==> src/rtl/match_event_logger_pkg.sv <==
// Shared defaults for the match event logger and its timestamp FIFO.
package match_event_logger_pkg;

  localparam int unsigned TS_W_DEF  = 16;
  localparam int unsigned DEPTH_DEF = 8;
  localparam int unsigned CNT_W_DEF = 16;
  localparam int unsigned LVL_W_DEF = $clog2(DEPTH_DEF) + 1;

endpackage

==> src/rtl/match_event_logger_sync_fifo.sv <==
// Show-ahead synchronous FIFO with a registered head word, valid flag and level.
module sync_fifo
  import match_event_logger_pkg::*;
#(
  parameter int unsigned W     = TS_W_DEF,
  parameter int unsigned DEPTH = DEPTH_DEF
) (
  input  logic                     clk,
  input  logic                     rst,
  input  logic                     push,
  input  logic [W-1:0]             din,
  input  logic                     pop,
  output logic [W-1:0]             dout,
  output logic                     valid,
  output logic                     full,
  output logic [$clog2(DEPTH):0]   level
);

  localparam int unsigned AW = $clog2(DEPTH);
  localparam int unsigned LW = $clog2(DEPTH) + 1;

  logic [W-1:0]  mem [DEPTH];
  logic [AW-1:0] wr_ptr;
  logic [AW-1:0] rd_ptr;
  logic [LW-1:0] level_q;
  logic [LW-1:0] level_nxt;
  logic          do_pop;
  logic          do_push;

  assign full  = (level_q == LW'(DEPTH));
  assign level = level_q;

  always_comb begin
    do_pop    = pop && (level_q != '0);
    do_push   = push && (!full || do_pop);
    level_nxt = level_q;
    if (do_push && !do_pop)
      level_nxt = level_q + 1'b1;
    else if (!do_push && do_pop)
      level_nxt = level_q - 1'b1;
  end

  always_ff @(posedge clk) begin
    if (do_push)
      mem[wr_ptr] <= din;
  end

  // dout mirrors mem[rd_ptr] one edge ahead so the head is a plain register.
  always_ff @(posedge clk) begin
    if (rst) begin
      wr_ptr  <= '0;
      rd_ptr  <= '0;
      level_q <= '0;
      dout    <= '0;
      valid   <= 1'b0;
    end else begin
      if (do_push)
        wr_ptr <= wr_ptr + 1'b1;
      if (do_pop)
        rd_ptr <= rd_ptr + 1'b1;
      level_q <= level_nxt;
      valid   <= (level_nxt != '0);
      if (do_pop) begin
        if (level_q == LW'(1)) begin
          if (do_push)
            dout <= din;
        end else begin
          dout <= mem[rd_ptr + 1'b1];
        end
      end else if (level_q == '0 && do_push) begin
        dout <= din;
      end
    end
  end

endmodule

==> src/rtl/match_event_logger.sv <==
// Timestamps accepted match pulses into a FIFO drained by valid/ready, with a
// saturating match counter and sticky overflow flag.
module match_event_logger
  import match_event_logger_pkg::*;
#(
  parameter int unsigned TS_W  = TS_W_DEF,
  parameter int unsigned DEPTH = DEPTH_DEF,
  parameter int unsigned CNT_W = CNT_W_DEF
) (
  input  logic                     clk,
  input  logic                     rst,
  input  logic                     match_in,
  input  logic                     en,
  input  logic                     clr_ovf,
  input  logic                     evt_ready,
  output logic                     evt_valid,
  output logic [TS_W-1:0]          evt_ts,
  output logic [$clog2(DEPTH):0]   fifo_level,
  output logic [CNT_W-1:0]         match_count,
  output logic                     overflow
);

  logic [TS_W-1:0] ts;
  logic            accepted;
  logic            popping;
  logic            full;
  logic            drop;

  assign accepted = match_in & en;
  assign popping  = evt_valid & evt_ready;
  assign drop     = accepted & full & ~popping;

  sync_fifo #(
    .W     (TS_W),
    .DEPTH (DEPTH)
  ) u_fifo (
    .clk   (clk),
    .rst   (rst),
    .push  (accepted),
    .din   (ts),
    .pop   (evt_ready),
    .dout  (evt_ts),
    .valid (evt_valid),
    .full  (full),
    .level (fifo_level)
  );

  always_ff @(posedge clk) begin
    if (rst) begin
      ts          <= '0;
      match_count <= '0;
      overflow    <= 1'b0;
    end else begin
      ts <= ts + 1'b1;
      if (accepted && match_count != '1)
        match_count <= match_count + 1'b1;
      // A drop in the same cycle as clr_ovf keeps the flag set.
      if (drop)
        overflow <= 1'b1;
      else if (clr_ovf)
        overflow <= 1'b0;
    end
  end

endmodule

==> config.mk <==
export PLATFORM = sky130hd
export DESIGN_NAME = match_event_logger
export DESIGN_NICKNAME = d
export VERILOG_FILES = /design/src/rtl/match_event_logger_pkg.sv /design/src/rtl/match_event_logger_sync_fifo.sv /design/src/rtl/match_event_logger.sv
export SDC_FILE = /design/constraint.sdc
export NUM_CORES = 1
export LEC_CHECK = 0
export BUFFER_PORTS_ARGS = -buffer_cell sky130_fd_sc_hd__buf_4
export CELL_PAD_IN_SITES_DETAIL_PLACEMENT = 1
export CELL_PAD_IN_SITES_GLOBAL_PLACEMENT = 2
export CORE_MARGIN = 4
export CORE_UTILIZATION = 48
export DETAILED_ROUTE_END_ITERATION = 6
export GPL_TIMING_DRIVEN = 1
export PLACE_DENSITY_LB_ADDON = 0.1
export REMOVE_ABC_BUFFERS = 1
export SLEW_MARGIN = 20
export SYNTH_ARGS = -nofsm -noshare
export SYNTH_HDL_FRONTEND = slang
export SYNTH_SLANG_ARGS = --single-unit
==> constraint.sdc <==
create_clock -name clk -period 6.2 [get_ports clk]
set_clock_uncertainty 0.05 [all_clocks]
set_input_delay 0.93 -clock clk [delete_from_list [all_inputs] [get_ports clk]]
set_output_delay 0.93 -clock clk [all_outputs]
set_load 0.03 [all_outputs]
==> results.tsv <==
metric	value	unit
status	complete, no violations	
grt_pass1_vias	4682	
cts.sinks	188	
max_freq	371	MHz
chipHeight	134	um
min_period_over_period	43.5	%
worst_ir_drop_vdd	0.212	mV
num_rows	45	
regArea	5050	um^2
worstMarginPinSlew	1030	ps
die_x	134	um
yosysMostFrequentCell	edfxtp_1	
drt_iter0_markers	288	
drv_slew	0	
dieArea	17900	um^2
synthCells	498	
fillers	1466	
avgRoutedWirePerCell	21.2	um
fin_crit	2690	ps
grt_max_degree	63	
synth_top_cell_by_area	edfxtp_1	
multi_input_area	2410	um^2
r2r-end	u_fifo.mem[7][2]$_DFFE_PP_	
clockBufferDepth	2	
grt_overflow	0	
synthArstFlopShare	0	%
cp-start-kind	flip-flop	
rsz0062_at_grt	false	
vias	4402	
synth.distinct_cells	50	
cts_root_buffer	clkbuf_16	
io_buffers	43	
relSlewSlack	31.4	%
criticalPathCategory	reg -> reg	
grt_pass1_wl	26.5	mm
grtUsageTotal	19.5	%
clk_pin_slew_worst_paths	60	ps
final-setup-viol-count	0	
ant_nets	0	
hold_path_class	reg -> reg	
tns	0	ps
crit_start	u_fifo.level[0]$_SDFF_PP0_	
synthesis.area	7580	um^2
routed_wl	16.4	mm
avgSynthCellArea	15.2	um^2
power_density	388	nW/um^2
cap_violations	0	
endpoint_kind	flip-flop	
arrival	2740	ps
finalHoldViolCount	0	
yosys-top-cells-count	edfxtp_1 (128), dfxtp_1 (60), nor2_1 (49)	
yosysWarningCount	0	
synth_top_area_share	50.7	%
synth-seq-cells	188	
area_delta_synth_final	15.4	%
r2r_start	u_fifo.level[0]$_SDFF_PP0_	
cts.repair.resized	0	
path_max_fanout	16	
r2r_slack	3510	ps
fin_total_pwr	0.00339	W
ys.flop_type	edfxtp_1	
post-dp-hpwl	9.60	mm
core	15300	um^2
cts_max_level	4	
rr_worst_depth	7	
numCtsBuffers	17	
cp.required	6250	ps
drc	0	
first_pass_iters	4	
io-pin-count	44	
worstSkewPairLatency	420	ps
cellLeakagePower	2.92	nW
hp-start	u_fifo.rd_ptr[1]$_SDFFE_PP0N_	
cts_tree	yes	
antenna_found_initial	0	
drive_above_1_share	22.9	%
synth_edf_count	128	
synth.area.top_cells	edfxtp_1 (51%), dfxtp_1 (16%), mux4_2 (9.5%)	
cts-hold-fix-buffers	0	
ys_seq_area_share	66.6	%
place_congestion	0.720	
vias_per_cell	5.69	
start_util	49.5	%
diodes	0	
post-cts-setup-buffer-count	0	
nets	563	
cp-endpoint	u_fifo.mem[7][2]$_DFFE_PP_	
[state kept, by name, indices dropped and copies added, names as in the netlist]
| name | cells |
|---|---|
| u_fifo.level | 4 |
| u_fifo.dout | 16 |
| match_count | 16 |
| u_fifo.wr_ptr | 3 |
| ts | 16 |
| u_fifo.rd_ptr | 3 |
| u_fifo.mem | 128 |
| u_fifo.valid | 1 |
| overflow | 1 |
[layer usage]
| layer | wire [um] | vias up | global-route usage, % | part of all wire [%] |
|---|---|---|---|---|
| met5 | 0 | - | 0 | 0 |
| met4 | 278 | 0 | 6.29 | 1.7 |
| met3 | 689 | 26 | 3.63 | 4.2 |
| met2 | 8190 | 83 | 31.5 | 50 |
| met1 | 7210 | 2268 | 27.2 | 44 |
| li1 | - | 2025 | - | - |
[placed cells by master, fill, tap and decap left out, types with 3 or more instances in the layout]
cell type | Yosys | final
nand4_1 | 5 | 5
nor2_1 | 49 | 49
or3_1 | 3 | 3
and2_1 | 5 | 5
clkbuf_16 | 0 | 17
ha_1 | 7 | 7
inv_1 | 6 | 6
buf_4 | 3 | 55
edfxtp_1 | 128 | 128
xor2_1 | 18 | 18
xnor2_1 | 13 | 13
o211ai_1 | 4 | 4
nor4_1 | 4 | 4
mux4_2 | 32 | 32
mux2i_1 | 20 | 20
a21oi_1 | 6 | 6
o21ai_0 | 8 | 8
o22ai_1 | 18 | 18
and3_1 | 4 | 4
dfxtp_1 | 60 | 59
nand3_1 | 14 | 14
nand2_1 | 21 | 21
a22oi_1 | 16 | 16
clkinvlp_4 | 0 | 4
clkbuf_1 | 10 | 5
nand2b_1 | 4 | 4
bufinv_16 | 0 | 3
nor3_1 | 5 | 3
[per-stage QoR]
step | utilization (%) | area, um^2 | worst slack, ps | instances | hold WS [ps]
floorplan | - | 7470 | 2850 | 476 | 384
global placement | 53.3 | 8160 | 3490 | 742 | 399
detailed placement | 53.3 | 8160 | 3330 | 742 | 403
CTS | 57.1 | 8750 | 3430 | 774 | 412
global route | 57.1 | 8750 | 3220 | 774 | 470
finish | 57.1 | 8750 | 3510 | 774 | 413
[kinds of logic (layout without fill, tap and decap cells)]
group | count (synthesis) | after routing | synth area share (%)
flip-flops | 188 | 188 | 66.6
AND/OR/NAND/NOR | 130 | 130 | 9.03
AO/OA/AOI/OAI | 61 | 61 | 5.55
multiplexers | 52 | 52 | 12.2
XOR/XNOR | 32 | 32 | 3.80
buffers and inverters | 28 | 93 | 1.75
adder cells (fa/ha/maj) | 7 | 7 | 1.16
[worst max-delay path, cell delays in order, from the launching register on]
cell and delay [ps]:
dfxtp_1 480, inv_1 120, ha_1 310, nor2b_1 200, a31oi_1 470, nand2_1 220
nor2_1 180, buf_4 320
[how the worst min path moves through the flow]
stage,end,slack (ps),cells past startpoint
after floorplan,u_fifo.rd_ptr[1]$_SDFFE_PP0N_,380,2
after global routing,u_fifo.rd_ptr[1]$_SDFFE_PP0N_,470,2
after detailed placement,u_fifo.rd_ptr[1]$_SDFFE_PP0N_,400,2
after global placement,u_fifo.rd_ptr[1]$_SDFFE_PP0N_,400,2
after CTS,u_fifo.rd_ptr[1]$_SDFFE_PP0N_,410,2
final,u_fifo.rd_ptr[1]$_SDFFE_PP0N_,410,2
[report_power, final]
group	internal (W)	switching [W]
logic	0.000380	0.000473
registers	0.00139	0.0000595
clock network	0.000637	0.000450
[final cells by class]
class / instances / area share, %
well taps: 211 / 3.02
flip-flops and latches: 188 / 57.7
multi-input cells: 282 / 27.6
repair buffers: 55 / 4.72
clock buffers: 22 / 5.08
clock inverters: 10 / 1.66
inverters: 6 / 0.258
Power figures use the tool's default switching activity.
